## src/rtl/fp_minmax_reduce.sv

```systemverilog
// fp_minmax_reduce: streaming min/max reduction over IEEE-754 operands.
// The element order is sign-magnitude on raw bit patterns. The result is the
// selected element and its zero-based position in the stream. When two
// elements tie, the earlier one is kept.
module fp_minmax_reduce #(
    parameter int DATA_WIDTH = 64,
    parameter int CNT_WIDTH  = 16
) (
    input  logic                  in_clk,
    input  logic                  in_rst_n,
    input  logic                  in_start,
    input  logic                  in_ctrl_minmax,
    input  logic [CNT_WIDTH-1:0]  in_len,
    input  logic                  in_data_valid,
    input  logic [DATA_WIDTH-1:0] in_data,
    output logic                  out_data_ready,
    output logic                  out_busy,
    output logic                  out_result_valid,
    output logic [DATA_WIDTH-1:0] out_result,
    output logic [CNT_WIDTH-1:0]  out_result_idx,
    output logic                  out_err,
    input  logic                  in_result_ready
);

    localparam logic [1:0] S_IDLE  = 2'd0;
    localparam logic [1:0] S_FIRST = 2'd1;
    localparam logic [1:0] S_RUN   = 2'd2;
    localparam logic [1:0] S_DONE  = 2'd3;

    logic [1:0]            state_q,    state_d;
    logic                  op_max_q,   op_max_d;
    logic [CNT_WIDTH-1:0]  len_q,      len_d;
    logic [CNT_WIDTH-1:0]  cnt_q,      cnt_d;
    logic [DATA_WIDTH-1:0] cand_q,     cand_d;
    logic [CNT_WIDTH-1:0]  cand_idx_q, cand_idx_d;
    logic                  err_q,      err_d;

    logic                  xfer;
    logic                  better;
    logic [CNT_WIDTH-1:0]  cnt_inc;

    // Returns 1 when a is strictly above b in sign-magnitude order.
    // Under this order -0 < +0. NaN and Inf get no special handling.
    function automatic logic fp_gt(input logic [DATA_WIDTH-1:0] a,
                                   input logic [DATA_WIDTH-1:0] b);
        logic                  sa, sb;
        logic [DATA_WIDTH-2:0] ma, mb;
        sa = a[DATA_WIDTH-1];
        sb = b[DATA_WIDTH-1];
        ma = a[DATA_WIDTH-2:0];
        mb = b[DATA_WIDTH-2:0];
        if (sa != sb)
            fp_gt = sb;          // a positive, b negative -> a is greater
        else if (!sa)
            fp_gt = (ma > mb);
        else
            fp_gt = (ma < mb);   // both negative: larger magnitude is smaller
    endfunction

    assign out_data_ready   = (state_q == S_FIRST) || (state_q == S_RUN);
    assign out_busy         = (state_q != S_IDLE);
    assign out_result_valid = (state_q == S_DONE);
    assign out_result       = cand_q;
    assign out_result_idx   = cand_idx_q;
    assign out_err          = err_q;

    assign xfer    = in_data_valid && out_data_ready;
    assign cnt_inc = cnt_q + CNT_WIDTH'(1);

    // Next-state and datapath update for the reduction FSM.
    always_comb begin
        state_d    = state_q;
        op_max_d   = op_max_q;
        len_d      = len_q;
        cnt_d      = cnt_q;
        cand_d     = cand_q;
        cand_idx_d = cand_idx_q;
        err_d      = err_q;
        better     = op_max_q ? fp_gt(in_data, cand_q) : fp_gt(cand_q, in_data);

        case (state_q)
            S_IDLE: begin
                if (in_start) begin
                    // Operation and length are captured here. Later changes
                    // to in_ctrl_minmax or in_len do not affect this run.
                    op_max_d   = in_ctrl_minmax;
                    len_d      = in_len;
                    cnt_d      = '0;
                    cand_d     = '0;
                    cand_idx_d = '0;
                    if (in_len == '0) begin
                        err_d   = 1'b1;
                        state_d = S_DONE;
                    end else begin
                        err_d   = 1'b0;
                        state_d = S_FIRST;
                    end
                end
            end
            S_FIRST: begin
                if (xfer) begin
                    cand_d     = in_data;
                    cand_idx_d = '0;
                    cnt_d      = CNT_WIDTH'(1);
                    state_d    = (len_q > CNT_WIDTH'(1)) ? S_RUN : S_DONE;
                end
            end
            S_RUN: begin
                if (xfer) begin
                    if (better) begin
                        cand_d     = in_data;
                        cand_idx_d = cnt_q;
                    end
                    // Here cnt_q < len_q, so cnt_inc cannot wrap even at the
                    // largest length.
                    cnt_d = cnt_inc;
                    if (cnt_inc == len_q)
                        state_d = S_DONE;
                end
            end
            S_DONE: begin
                if (in_result_ready) begin
                    state_d = S_IDLE;
                    err_d   = 1'b0;
                end
            end
            default: state_d = S_IDLE;
        endcase
    end

    // State registers. Reset clears all state, control and data alike.
    always_ff @(posedge in_clk or negedge in_rst_n) begin
        if (!in_rst_n) begin
            state_q    <= S_IDLE;
            op_max_q   <= 1'b0;
            len_q      <= '0;
            cnt_q      <= '0;
            cand_q     <= '0;
            cand_idx_q <= '0;
            err_q      <= 1'b0;
        end else begin
            state_q    <= state_d;
            op_max_q   <= op_max_d;
            len_q      <= len_d;
            cnt_q      <= cnt_d;
            cand_q     <= cand_d;
            cand_idx_q <= cand_idx_d;
            err_q      <= err_d;
        end
    end

endmodule
```

## config.mk

```make
export PLATFORM = sky130hd
export DESIGN_NAME = fp_minmax_reduce
export DESIGN_NICKNAME = d
export VERILOG_FILES = /design/src/rtl/fp_minmax_reduce.sv
export SDC_FILE = /design/constraint.sdc
export NUM_CORES = 1
export LEC_CHECK = 0
export BUFFER_PORTS_ARGS = -buffer_cell sky130_fd_sc_hd__buf_2
export CELL_PAD_IN_SITES_DETAIL_PLACEMENT = 1
export CELL_PAD_IN_SITES_GLOBAL_PLACEMENT = 1
export CORE_UTILIZATION = 37
export CTS_CLUSTER_DIAMETER = 150
export DETAILED_ROUTE_END_ITERATION = 12
export GPL_TIMING_DRIVEN = 0
export PLACE_DENSITY_LB_ADDON = 0.1
export SYNTH_ARGS = -nofsm -noshare
export SYNTH_HDL_FRONTEND = slang
export SYNTH_SLANG_ARGS = --single-unit
```

## constraint.sdc

```tcl
create_clock -name in_clk -period 2.45 [get_ports in_clk]
set_clock_uncertainty 0.1 [all_clocks]
set_input_delay 0.3675 -clock in_clk [delete_from_list [all_inputs] [get_ports in_clk]]
set_output_delay 0.3675 -clock in_clk [all_outputs]
set_load 0.02 [all_outputs]
```

=== Yosys cells after proc, flatten, opt, wreduce, memory -nomap -nowiden ===
Index checks and enable logic that the tools add are counted.
W data, S select, Z words.

* Register bits after elaboration: 116
* Input bits: 86
* Output and inout port bits: 84
* Logic and storage cells: 67

* Add/sub/neg operators: 1
* $lt $le $gt $ge: 5
* Equality and inequality tests: 12
* Multiplexer cells: 30
* Reductions and logical operators: 12

{| class="wikitable"
|+ Operator list
! cell !! number
|-
| $mux W64 || 4
|-
| $pmux W64 S3 || 1
|-
| $gt A63 B63 Y1 || 2
|-
| $lt A63 B63 Y1 || 2
|-
| $mux W16 || 6
|-
| $pmux W16 S3 || 2
|-
| $add A16 B1 Y16 const B || 1
|-
| $eq A16 B16 Y1 || 1
|-
| $gt A16 B1 Y1 const B || 1
|-
| $logic_not A16 Y1 || 1
|-
| $mux W2 || 6
|-
| $reduce_and A5 Y1 || 2
|-
| $mux W1 || 9
|-
| $ne A2 B2 Y1 const B || 4
|-
| $pmux W2 S4 || 1
|-
| $eq A2 B2 Y1 const B || 2
|-
| $ne A2 B1 Y1 const B || 2
|-
| $reduce_and A4 Y1 || 1
|-
| $reduce_bool A2 Y1 || 2
|-
| $reduce_and A3 Y1 || 1
|-
| $reduce_bool A3 Y1 || 1
|-
| $eq A2 B1 Y1 const B || 1
|-
| $logic_not A2 Y1 || 1
|-
| $ne A1 B1 Y1 || 2
|-
| 4 further kinds || 4
|}

=== Logic depth before layout (Yosys ltp) ===
Gate-level depths: netlist of the first run.

* Word-level depth: 7
* Gate-level depth with buffers: 13
* Depth with buffers taken out: 10

=== Least setup slack after synthesis of the first run ===
No wires, ideal clock.

* Path type: register to register
* Start: reg cand_q[53], in the netlist out_result[53]
* End: reg cand_q[0], in the netlist out_result[0]
* Library setup time: 0.079 ns
* Arrival time: 2.651 ns
* Data required time: 2.271 ns
* Setup slack: -0.380 ns
* Stages on the path, launching flop included: 12
* Buffers on the path: 2
* Clock period less this slack: 2.830 ns
* Cell sequence: dfrtp_1 -> ha_1 -> nand4_1 -> nor3_2 -> nand4_1 -> a2111oi_1 -> nor4_1 -> a31o_1 -> a31oi_1 -> buf_6 -> buf_12 -> mux2i_1

* Word-level cells in the longest chain between the ends: 6
* Elaborated cells on any way between the ends: 11

{| class="wikitable"
|+ RTL lines
! element !! RTL line !! text
|-
| from (decl) || 34 || <nowiki>logic [DATA_WIDTH-1:0] cand_q, cand_d;</nowiki>
|-
| from (signal assigned) || 146 || <nowiki>cand_q <= cand_d;</nowiki>
|-
| $gt A63 B63 Y1 / $lt A63 B63 Y1 (equally long branches) || 55, 57 ||
|-
| $mux W1 || 54 || <nowiki>else if (!sa)</nowiki>
|-
| $mux W1 || 52 || <nowiki>if (sa != sb)</nowiki>
|-
| $mux W1 (*) || 79 || <nowiki>better = op_max_q ? fp_gt(in_data, cand_q) : fp_gt(cand_q, in_data);</nowiki>
|-
| $ne A2 B2 Y1 (no line) (*) || -- ||
|-
| $reduce_and A5 Y1 (no line) (*) || -- ||
|}

Every way passes the cells marked *; elsewhere a longest branch is shown, timed or not.
A chain may end at the register's enable or synchronous reset.

=== Final worst setup path of the first run ===
* Start: reg cand_q[35], in the netlist out_result[35]
* End: reg cand_idx_q[3], in the netlist out_result_idx[3]

* Word-level cells in the longest chain between the ends: 6
* Elaborated cells on any way between the ends: 11

{| class="wikitable"
|+ RTL lines
! element !! RTL line !! text
|-
| $gt A63 B63 Y1 / $lt A63 B63 Y1 (equally long branches) || 55, 57 ||
|-
| $mux W1 || 54 ||
|-
| $mux W1 || 52 ||
|-
| $mux W1 (*) || 79 ||
|-
| $ne A2 B2 Y1 (no line) (*) || -- ||
|-
| $reduce_and A5 Y1 (no line) (*) || -- ||
|-
| to (signal assigned) || 147 || <nowiki>cand_idx_q <= cand_idx_d;</nowiki>
|-
| to (decl) || 35 || <nowiki>logic [CNT_WIDTH-1:0] cand_idx_q, cand_idx_d;</nowiki>
|}

Marked as above.

==> metrics.md, run 1 <==
| Metric | Value |
|---|---|
| Mapped Cells | `between 800 and 900` |
| Drt via density | `4.948` |
| Starting DRC count in detailed routing | `approximately 210` |
| Final global-route overflow total | `0` |
| Yosys top cell area share | `0.3878` |
| RSZ-0062 raised after global routing | `yes` |
| Synth area leaders | `dfrtp_1, ha_1, mux2i_1` |
| Leak | `5.328 nW` |
| Internal | `slightly below 8 mW` |
| Comb power frac | `0.562` |
| CTS tree | `built` |
| Crit Path Category | `reg -> reg` |
| Drt pass-1 iters | `4` |
| Number of global-route vias before repair | `6820` |
| Net switching power | `roughly 5.3 mW` |
| Die X | `roughly 140 µm` |
| Crit path max fanout | `10` |
| Antenna Nets Post-Route | `0` |
| Slew @ Worst Pin | `between 0.6 and 0.7 ns` |
| Sw frac | `0.4069` |
| Clk buf depth | `2` |
| Row cnt | `51` |
| Post-synth EDFFs | `0` |
| Setup tns final | `-46.62 ns` |
| Cts bufs inserted | `17` |
| Synth Flop Type | `dfrtp_1` |
| Hold Crit Class | `in -> reg` |
| Fmax | `about 0.32 GHz` |
| Largest net degree at the start of global routing | `90` |
| NumNets Final | `around 1200` |
| Failing checks | `setup timing` |
| Die Y | `about 140 µm` |
| Crit. End Element | `register` |
| Fin crit share | `1.260` |
| Status | `finished, violations left` |
| Setup violators final | `80` |
| Die area | `between 20000 and 25000 µm²` |
| Final hold vios | `0` |
| Final GP Congestion | `approximately 0.76` |
| Clk pwr share | `0.198` |
| Routed vias | `6546` |
| Worst vdd ir | `just over 600 µV` |
| CP arrival | `about 3.3 ns` |
| Post-Place Setup Slack | `-0.8839 ns` |
| Final Max Slew Viols | `0` |
| First-pass GRT wire length | `around 35000 µm` |
| Seq/Total Area, Yosys | `0.3878` |
| DRC | `0` |
| Crit path time final | `slightly above 3 ns` |
| Area leader, netlist | `dfrtp_1` |
| Half-perimeter wire length after placement | `about 16000 µm` |
| Mean post-synth cell area | `about 9.3 µm²` |
| Synth Warn # | `0` |
| Cell Area, Synth | `roughly 7500 µm²` |
| Gr usage total | `0.2221` |
| Clk sink count | `about 120` |
| Post-synth net total | `960` |
| Routed len/inst | `about 17 µm` |
| Post-Route WL | `roughly 23000 µm` |
| Flop pwr share | `0.240` |
| Initial antenna violation count | `2` |
| Worst path required time | `about 2.7 ns` |
| Synth async-reset ratio | `1.000` |
| H-Tree Depth | `4` |
| Clock Latency Late Sink | `approximately 0.42 ns` |
| Worst setup margin | `-0.6359 ns` |
| Register bit count reported by yosys | `116` |
| Layout cells sized above 1 | `0.3570` |
| Pwr dens | `~1200 nW/µm²` |
| Max Cap Viol | `0` |
| Synth-to-Final Area Change | `40.11%` |
| Clock root cell | `clkbuf_16` |
| Slew HR | `0.5587` |
| I/O pin cnt | `170` |
| Clk pin slew, worst setup/hold paths | `roughly 0.060 ns` |
| Core ar. | `approximately 20000 µm²` |
| Post-synthesis cell type count | `53` |
| Port bufs | `169` |
| Initial Util | `0.3809` |
| Startpoint Class | `register` |
==> synth_stat cells (3+ instances only) <==
cell / n
dfrtp_1: 116
and3_1: 3
xor2_1: 7
a221oi_1: 6
and4_1: 6
nand2_1: 116
or3_1: 4
o21ai_0: 30
mux2_2: 17
clkbuf_1: 19
ha_1: 69
nor3_1: 7
nor2_1: 13
nor4_1: 8
inv_1: 153
buf_12: 8
buf_2: 4
mux2i_1: 85
a2111oi_0: 3
a31oi_1: 5
nand2b_1: 3
o31ai_1: 7
nand4_1: 14
o41ai_1: 7
a21oi_1: 31
xnor2_1: 16
nand3_1: 15
nor2b_1: 3
==> per-layer routing <==
layer  wire length [µm]  up-vias  global-route usage
li1                   -     3194                   -
met1              10200     3199              0.2812
met2              11240      128              0.3847
met3                762       25             0.03642
met4                373        0             0.06981
met5                  0        -                   0
==> logic make-up (layout without fill, tap and decap cells) <==
| group | count (synthesis) | count (layout) | synth area share |
|---|---|---|---|
| compound gates | 106 | 106 | 0.08858 |
| xor+xnor | 23 | 23 | 0.02691 |
| fa+ha+maj | 69 | 69 | 0.1153 |
| buf+inv | 186 | 437 | 0.1123 |
| flops | 116 | 116 | 0.3878 |
| mux | 102 | 102 | 0.1392 |
| other cells | 0 | 2 | 0 |
| simple gates | 203 | 203 | 0.1299 |
==> critical path, stage by stage (launching register included) <==
cell       delay, ns
dfrtp_1         0.39
ha_1            0.33
nand4_1         0.12
nor3_2          0.26
nand4_1         0.16
buf_6           0.16
a2111oi_4       0.37
nor4_4          0.07
a31o_1          0.21
a31oi_2         0.15
buf_6           0.16
buf_12          0.16
buf_12          0.15
mux2i_1         0.20
==> flip-flops by register name, indices dropped and copies added (netlist names) <==
signal,flops
cnt_q,16
out_result_idx,16
len_q,16
out_err,1
op_max_q,1
out_result,64
state_q,2
==> power groups by stage <==
| stage | Clock, mW | Sequential (mW) | Combinational, mW |
|---|---|---|---|
| 4_1_cts | 2.64 | 3.13 | 6.94 |
| 2_1_floorplan | 0 | 3.51 | 3.87 |
| 6_report | 2.57 | 3.13 | 7.31 |
| 5_1_grt | 2.72 | 3.22 | 7.98 |
| 3_5_place_dp | 0 | 3.15 | 5.97 |
| 3_3_place_gp | 0 | 3.13 | 5.83 |
==> cell type report <==
class                   count  area (µm²)
diodes                      2       5.005
repair buffers            225        1456
fillers                  2263        9165
clock inverters            10       130.1
plain buffers              27       257.7
flip-flops and latches    116        2937
well taps                 265       331.6
multi-input cells         503        4323
clock buffers              22       474.2
inverters                 153       574.3
==> what timing repair did <==
| action | in CTS | in global routing |
|---|---|---|
| hold buffers | 1 | 0 |
| endpoints found under the setup margin | 98 | 97 |
| pin swaps | 28 | 20 |
| cloned | 4 | 4 |
| resized for setup | 52 | 40 |
| hold endpoints to repair | 27 | 0 |
| setup buffers | 34 | 14 |
==> worst paths after layout <==
check	cells past startpoint	endpoint	slack, ns	from
setup / recovery	13	out_result_idx[3]$_DFFE_PN0P_	-0.64	out_result[35]$_DFFE_PN0P_
hold / removal	2	op_max_q$_DFFE_PN0P_	0.09	in_ctrl_minmax
setup reg to reg	13	out_result_idx[3]$_DFFE_PN0P_	-0.64	out_result[35]$_DFFE_PN0P_
hold reg to reg	2	out_result_idx[2]$_DFFE_PN0P_	0.41	out_result_idx[2]$_DFFE_PN0P_
max in group asynchronous	3	cnt_q[10]$_DFFE_PN0P_	1.17	in_rst_n
min in group asynchronous	2	out_result[34]$_DFFE_PN0P_	0.29	in_rst_n
==> layout by cell type, fill, tap and decap left out, types with 22 or more instances in the layout <==
master | synthesis | routed
dfrtp_1 | 116 | 89
dfrtp_2 | 0 | 27
mux2i_1 | 85 | 83
ha_4 | 0 | 22
inv_1 | 153 | 152
a21oi_1 | 31 | 30
buf_4 | 0 | 44
ha_1 | 69 | 46
buf_2 | 4 | 169
nand2_1 | 116 | 115
o21ai_0 | 30 | 24
==> stage by stage <==
step                      std cells  power (mW)  hold slack (ns)    util  instance area, µm²
after global routing           1322       13.92          0.08702  0.5336               10490
final                          1323       13.00          0.08942  0.5337               10490
after floorplan                 805       7.377         -0.02809       -                7722
after CTS                      1308       12.71          0.07298  0.5194               10210
after detailed placement       1240       9.121           0.1648  0.4545                8934
after global placement         1239       8.963           0.4049  0.4528                8900
Note: power is estimated with default switching activity, not from simulation.
==> run 2: changes to the inputs <==
PLACE_DENSITY_LB_ADDON = 0.3   (was 0.1)
==> run 2 against run 1 <==
Compared with the run above: the flow still finishes with violations (setup timing); global-route usage grew 1.8 points; count of clock-buffer cells in the layout fell by 2; critical path type unchanged; sequential power hardly changed; critical path depth unchanged; utilization increased by 0.69 points; non-clock buffer count up 2; critical endpoint is now out_result[14]$_DFFE_PN0P_; combinational power increased by 5.2%; cell count barely moved; hold slack worse by 0.0078 ns.
==> metrics.md, run 2 (synthesis results as in run 1) <==
| Metric | Value |
|---|---|
| Status | `finished, violations left` |
| Failing checks | `setup timing` |
| Hold Crit Class | `in -> reg` |
| Synth-to-Final Area Change | `41.94%` |
| CTS tree | `built` |
| Clk pin slew, worst setup/hold paths | `0.06 ns (about the same)` |
| Largest net degree at the start of global routing | `89 (-1.1%)` |
| Fin crit share | `1.254 (-0.005442)` |
| Port bufs | `169 (unchanged)` |
| Crit Path Category | `reg -> reg` |
| Post-Route WL | `25410 µm (+13%)` |
| Slew @ Worst Pin | `0.6224 ns (-0.03954 ns)` |
| Die Y | `144.2 µm (unchanged)` |
| Setup violators final | `83 (+3.8%)` |
| Antenna Nets Post-Route | `0 (unchanged)` |
| Number of global-route vias before repair | `7091 (+4.0%)` |
| Leak | `5.324 nW (about the same)` |
| Clk sink count | `116 (unchanged)` |
| CP arrival | `3.31 ns (about the same)` |
| NumNets Final | `1200 (+0.17%)` |
| Starting DRC count in detailed routing | `263 (+26%)` |
| Post-Layout Cell Count | `1324 (+0.076%)` |
| H-Tree Depth | `4 (unchanged)` |
| Cts bufs inserted | `17 (unchanged)` |
| Pwr dens | `1268 nW/µm² (+2.3%)` |
| Crit path max fanout | `5 (-5)` |
| Crit path time final | `3.073 ns (-0.01333 ns)` |
| Core ar. | `19650 µm² (unchanged)` |
| Slew HR | `0.5850 (+0.02636)` |
| Worst setup margin | `-0.6226 ns (+0.01333 ns)` |
| Crit. End Element | `register` |
| Initial antenna violation count | `0 (-2)` |
| Final global-route overflow total | `0 (unchanged)` |
| Most common cell after layout, fill and taps aside | `buf_2` |
| Die area | `20810 µm² (unchanged)` |
| Final Max Slew Viols | `0 (unchanged)` |
| Worst path required time | `2.69 ns (about the same)` |
| Startpoint Class | `register` |
| Half-perimeter wire length after placement | `16400 µm (+2.8%)` |
| Crit path to | `out_result[14]$_DFFE_PN0P_` |
| Final GP Congestion | `0.8291 (+9.3%)` |
| Gr usage total | `0.2399 (+0.01782)` |
| Max Cap Viol | `0 (unchanged)` |
| Final hold vios | `0 (unchanged)` |
| # placed instances | `1240 (unchanged)` |
| Fmax | `0.3255 GHz (+0.43%)` |
| CP startpoint | `out_result[44]$_DFFE_PN0P_` |
| Worst vdd ir | `628.2 µV (+2.0%)` |
| First-pass GRT wire length | `37460 µm (+6.1%)` |
| Clk buf depth | `2 (unchanged)` |
| Layout cells sized above 1 | `0.3715 (+0.01445)` |
| Worst reg2reg path startpoint | `out_result[44]$_DFFE_PN0P_` |
| Total power | `13.48 mW (+3.6%)` |
| RSZ-0062 raised after global routing | `yes` |
| Routed len/inst | `19.19 µm (+12%)` |
| Row cnt | `51 (unchanged)` |
| Commonest cells after routing, fill and taps aside | `buf_2, inv_1, nand2_1` |
| R2r setup slk | `-0.62 ns (about the same)` |
| Clock Latency Late Sink | `0.43 ns (about the same)` |
| Drt pass-1 iters | `4 (unchanged)` |
| Largest register FFs | `64 (unchanged)` |
| Clock root cell | `clkbuf_16` |
| Die X | `144.2 µm (unchanged)` |
| Post-Place Setup Slack | `-0.7847 ns (+0.09922 ns)` |
| Initial Util | `0.3809 (unchanged)` |
| Drt via density | `5.150 (+4.1%)` |
| Reg-to-Reg End | `out_result[14]$_DFFE_PN0P_` |
| DRC | `0 (unchanged)` |
| I/O pin cnt | `170 (unchanged)` |
| Routed vias | `6819 (+4.2%)` |
| R2R cell count | `13 (unchanged)` |
[run 2: cell count changes in the layout (fill, tap and decap cells not counted), moves of 3 or more]
cell / delta
o31ai_1: -4
buf_8: -3
clkinvlp_4: +3
clkinv_2: -3
a21oi_2: +3
mux2i_1: -5
mux2i_2: +4
[run 2: power breakdown]
| part | switching (mW) | internal (mW) |
|---|---|---|
| sequential | 0.595 | 2.55 |
| combinational | 4.05 | 3.64 |
| clock | 0.993 | 1.65 |
[run 2: per-layer routing]
metal / wire length (µm) / track usage
met5: 0 / 0
met4: 891 / 0.1114
met3: 980 / 0.04272
met2: 13200 / 0.4251
met1: 10350 / 0.2804
[run 2: stage by stage]
step	util	TNS [ns]	hold slack (ns)	instance area, µm²
floorplan	-	-19.71	-0.02809	7722
global placement	0.4528	-158.41	0.4003	8900
detailed placement	0.4545	-66.16	0.1746	8934
CTS	0.5235	-41.82	0.07914	10290
global route	0.5405	-58.22	0.07547	10620
finish	0.5406	-45.74	0.08164	10630
[run 2: what timing repair did]
item                       CTS  global route
hold buffers                 1             0
gates cloned                 5             3
pin swaps                   30            23
hold endpoints to repair    28             0
gates resized for setup     55            53
setup buffers               34            12
setup endpoints to repair   98            98
[run 2: worst min path at each step]
| stage | startpoint | slack [ns] | end | depth (start not counted) |
|---|---|---|---|---|
| after floorplan | in_rst_n | -0.03 | cnt_q[0]$_DFFE_PN0P_ | 0 |
| after global placement | out_err$_DFFE_PN0P_ | 0.40 | out_err$_DFFE_PN0P_ | 2 |
| after detailed placement | in_rst_n | 0.17 | out_result[36]$_DFFE_PN0P_ | 1 |
| after CTS | in_len[15] | 0.08 | len_q[15]$_DFFE_PN0P_ | 2 |
| after global routing | in_len[8] | 0.08 | len_q[8]$_DFFE_PN0P_ | 2 |
| final | in_len[15] | 0.08 | len_q[15]$_DFFE_PN0P_ | 2 |
[run 2: worst max-delay path, stage by stage, from the launching register on]
cell	delay (ns)
dfrtp_1	0.42
ha_4	0.30
nand4_1	0.12
nor3_4	0.27
nand4_1	0.15
buf_6	0.16
a2111oi_4	0.37
nor4_4	0.07
a31o_1	0.21
a31oi_2	0.14
buf_6	0.15
buf_12	0.14
buf_12	0.13
mux2i_4	0.23
[run 2: layout make-up]
cell class              instances  area (µm²)
fillers                      2257        9029
multi-input cells             503        4403
flip-flops and latches        116        2935
repair buffers                224        1451
inverters                     153       574.3
clock buffers                  20       456.7
well taps                     265       331.6
plain buffers                  30       315.3
clock inverters                12       155.1
diodes                          1       2.502
==> run 3: changes to the inputs <==
BUFFER_PORTS_ARGS = default   (was -buffer_cell sky130_fd_sc_hd__buf_2)
CORE_UTILIZATION = 44   (was 37)
DONT_BUFFER_PORTS = 1   (was default)
==> run 3 against run 2 <==
Compared with the run above: the flow finishes with violations (hold timing, setup timing); non-clock buffer count shrank 102; via count grew 0.25%; sequential power grew 23%; combinational power shrank 6.2%; utilization grew 9.6 points; clock power shrank 7.6%; first-iteration DRC count shrank 0.76%; hold slack lost 0.55 ns; critical endpoint is now out_result[42]$_DFFE_PN0P_; highest routed layer unchanged.
==> metrics.md, run 3 (synthesis results as in run 1) <==
| Metric | Value |
|---|---|
| Status | `finished, violations left` |
| Failing checks | `hold timing, setup timing` |
| CP arrival | `3.51 ns (+0.20 ns)` |
| Initial Util | `0.4514 (+0.07052)` |
| Slowest CP cell | `dfrtp_2` |
| Port bufs | `0 (-100%)` |
| Post-route cell area | `10560 µm² (-0.62%)` |
| Routed len/inst | `24.23 µm (+26%)` |
| Cts bufs inserted | `17 (unchanged)` |
| RSZ-0062 raised after global routing | `yes` |
| Worst path required time | `2.67 ns (-0.02 ns)` |
| Setup tns final | `-57.61 ns (-11.87 ns)` |
| Core ar. | `16580 µm² (-16%)` |
| Setup violators final | `93 (+12%)` |
| I/O pin cnt | `170 (unchanged)` |
| Antenna Nets Post-Route | `0 (unchanged)` |
| Slew @ Worst Pin | `0.6750 ns (+0.05259 ns)` |
| Crit Path Category | `reg -> reg` |
| Worst setup margin | `-0.8393 ns (-0.2167 ns)` |
| Inserted Diodes | `0 (-1)` |
| Routed vias | `6836 (+0.25%)` |
| Commonest cells after routing, fill and taps aside | `inv_1, nand2_1, mux2i_1, dlygate4sd3_1, dfrtp_1` |
| Sequential Area | `2964 µm² (+0.98%)` |
| Die X | `132.4 µm (-8.2%)` |
| Fin util | `0.6367 (+0.09610)` |
| Multi-input logic area | `4601 µm² (+4.5%)` |
| Total power | `13.50 mW (+0.18%)` |
| Crit. End Element | `register` |
| Crit path largest cell delay | `0.48 ns (+0.06 ns)` |
| Starting DRC count in detailed routing | `261 (-0.76%)` |
| H-Tree Depth | `4 (unchanged)` |
| Final global-route overflow total | `0 (unchanged)` |
| Pwr dens | `1279 nW/µm² (+0.81%)` |
| Half-perimeter wire length after placement | `15810 µm (-3.6%)` |
| Clk pin slew, worst setup/hold paths | `0.06 ns (about the same)` |
| Clk buf depth | `2 (unchanged)` |
| R2R cell count | `13 (unchanged)` |
| Post-Place Setup Slack | `-0.9531 ns (-0.1684 ns)` |
| Row cnt | `47 (-7.8%)` |
| Largest net degree at the start of global routing | `117 (+31%)` |
| Hold Crit Class | `in -> async` |
| Fmax | `0.3040 GHz (-6.6%)` |
| NumNets Final | `1098 (-8.5%)` |
| Slew HR | `0.5500 (-0.03506)` |
| Final Max Slew Viols | `0 (unchanged)` |
| Clock root cell | `clkbuf_16` |
| Fillers | `1741 (-23%)` |
| Synth-to-Final Area Change | `41.05%` |
| WHS | `-0.4697 ns (-0.5514 ns)` |
| Largest register FFs | `64 (unchanged)` |
| Drt pass-1 iters | `5 (+1)` |
| Most common cell after layout, fill and taps aside | `inv_1` |
| Die area | `17540 µm² (-16%)` |
| Die Y | `132.4 µm (-8.2%)` |
| Startpoint Class | `register` |
| Drt via density | `5.813 (+13%)` |
| Final GP Congestion | `0.8656 (+4.4%)` |
| Post-Route WL | `28500 µm (+12%)` |
| Number of global-route vias before repair | `7547 (+6.4%)` |
| Placed cell area | `7998 µm² (-10%)` |
| R2r setup slk | `-0.84 ns (-0.22 ns)` |
| Hold-fix buffers, CTS | `74 (+73)` |
| Gr usage total | `0.3072 (+0.06731)` |
| Crit path time final | `3.289 ns (+0.2167 ns)` |
| Clock Latency Late Sink | `0.43 ns (about the same)` |
| Crit path max fanout | `7 (+2)` |
| Critical path, cell by cell | `ha_1 > nand4_1 > nor3_2 > nand4_1 > buf_6 > a2111oi_4 > nor4_4 > a31o_1 > a31oi_4 > buf_6 > buf_12 > clkbuf_16 > mux2i_1` |
| Layout cells sized above 1 | `0.2793 (-0.09217)` |
| Clk sink count | `116 (unchanged)` |
| DRC | `0 (unchanged)` |
| Max Cap Viol | `0 (unchanged)` |
| Final hold vios | `117 (+117)` |
| First-pass GRT wire length | `41350 µm (+10%)` |
| Fin crit share | `1.343 (+0.08843)` |
| Worst vdd ir | `811.2 µV (+29%)` |
| CTS tree | `built` |
| Initial antenna violation count | `0 (unchanged)` |
| Leak | `4.830 nW (-9.3%)` |
run 3: cell count changes in the layout (fill, tap and decap cells not counted), moves of 6 or more:
cell and change:
buf_2 -167, dlygate4sd3_1 +73, dfrtp_1 -23, dfrtp_2 +23, buf_4 -10, ha_1 -8
o21ai_0 -8, o21ai_2 +8, ha_4 +7, o41ai_1 -6, o41ai_2 +6
run 3: repair_timing:
action                                  in CTS  in global routing
buffers inserted                            24                 16
pin swaps                                   17                 21
cloned                                       3                  5
endpoints found under the hold margin      190                116
gates resized for setup                     82                 94
endpoints found under the setup margin      98                 98
run 3: final timing paths:
check	from	end
max in group asynchronous	in_rst_n	out_result[14]$_DFFE_PN0P_
min in group in_clk	in_data[19]	out_result[19]$_DFFE_PN0P_
max reg2reg	out_result[43]$_DFFE_PN0P_	out_result[42]$_DFFE_PN0P_
min	in_rst_n	out_result[35]$_DFFE_PN0P_
min reg2reg	len_q[0]$_DFFE_PN0P_	len_q[0]$_DFFE_PN0P_
max	out_result[43]$_DFFE_PN0P_	out_result[42]$_DFFE_PN0P_
run 3: power by group:
part           internal [mW]  switching [mW]
registers               2.57            1.27
clock network           1.43            1.01
logic                   3.55            3.66
run 3: area by class of cell:
| class | count | share of cell area |
|---|---|---|
| inverters | 153 | 0.05439 |
| flip-flops and latches | 116 | 0.2807 |
| multi-input cells | 503 | 0.4357 |
| clock inverters | 14 | 0.01197 |
| repair buffers | 122 | 0.1200 |
| well taps | 220 | 0.02607 |
| plain buffers | 30 | 0.02951 |
| clock buffers | 18 | 0.04159 |
run 3: stage by stage:
step | hold WS (ns) | std cells
after floorplan | -0.02809 | 805
after global placement | -0.02562 | 1025
after detailed placement | -0.02565 | 1025
after CTS | -0.4831 | 1156
after global routing | -0.4903 | 1176
final | -0.4697 | 1176
run 3: layer usage:
metal,routed length [µm],vias up,track usage
met3,1595,109,0.08008
met1,10240,3475,0.3281
met2,15320,264,0.5743
met4,1343,0,0.1188
met5,0,-,0
li1,-,2988,-
run 3: worst max-delay path, delay by kind of cell (launching register included):
family	cells	cell delay (ns)
AO/OA/AOI/OAI	3	0.82
adder cells (fa/ha/maj)	1	0.35
buffers and inverters	4	0.61
flip-flops	1	0.48
multiplexers	1	0.26
AND/OR/NAND/NOR	4	0.56
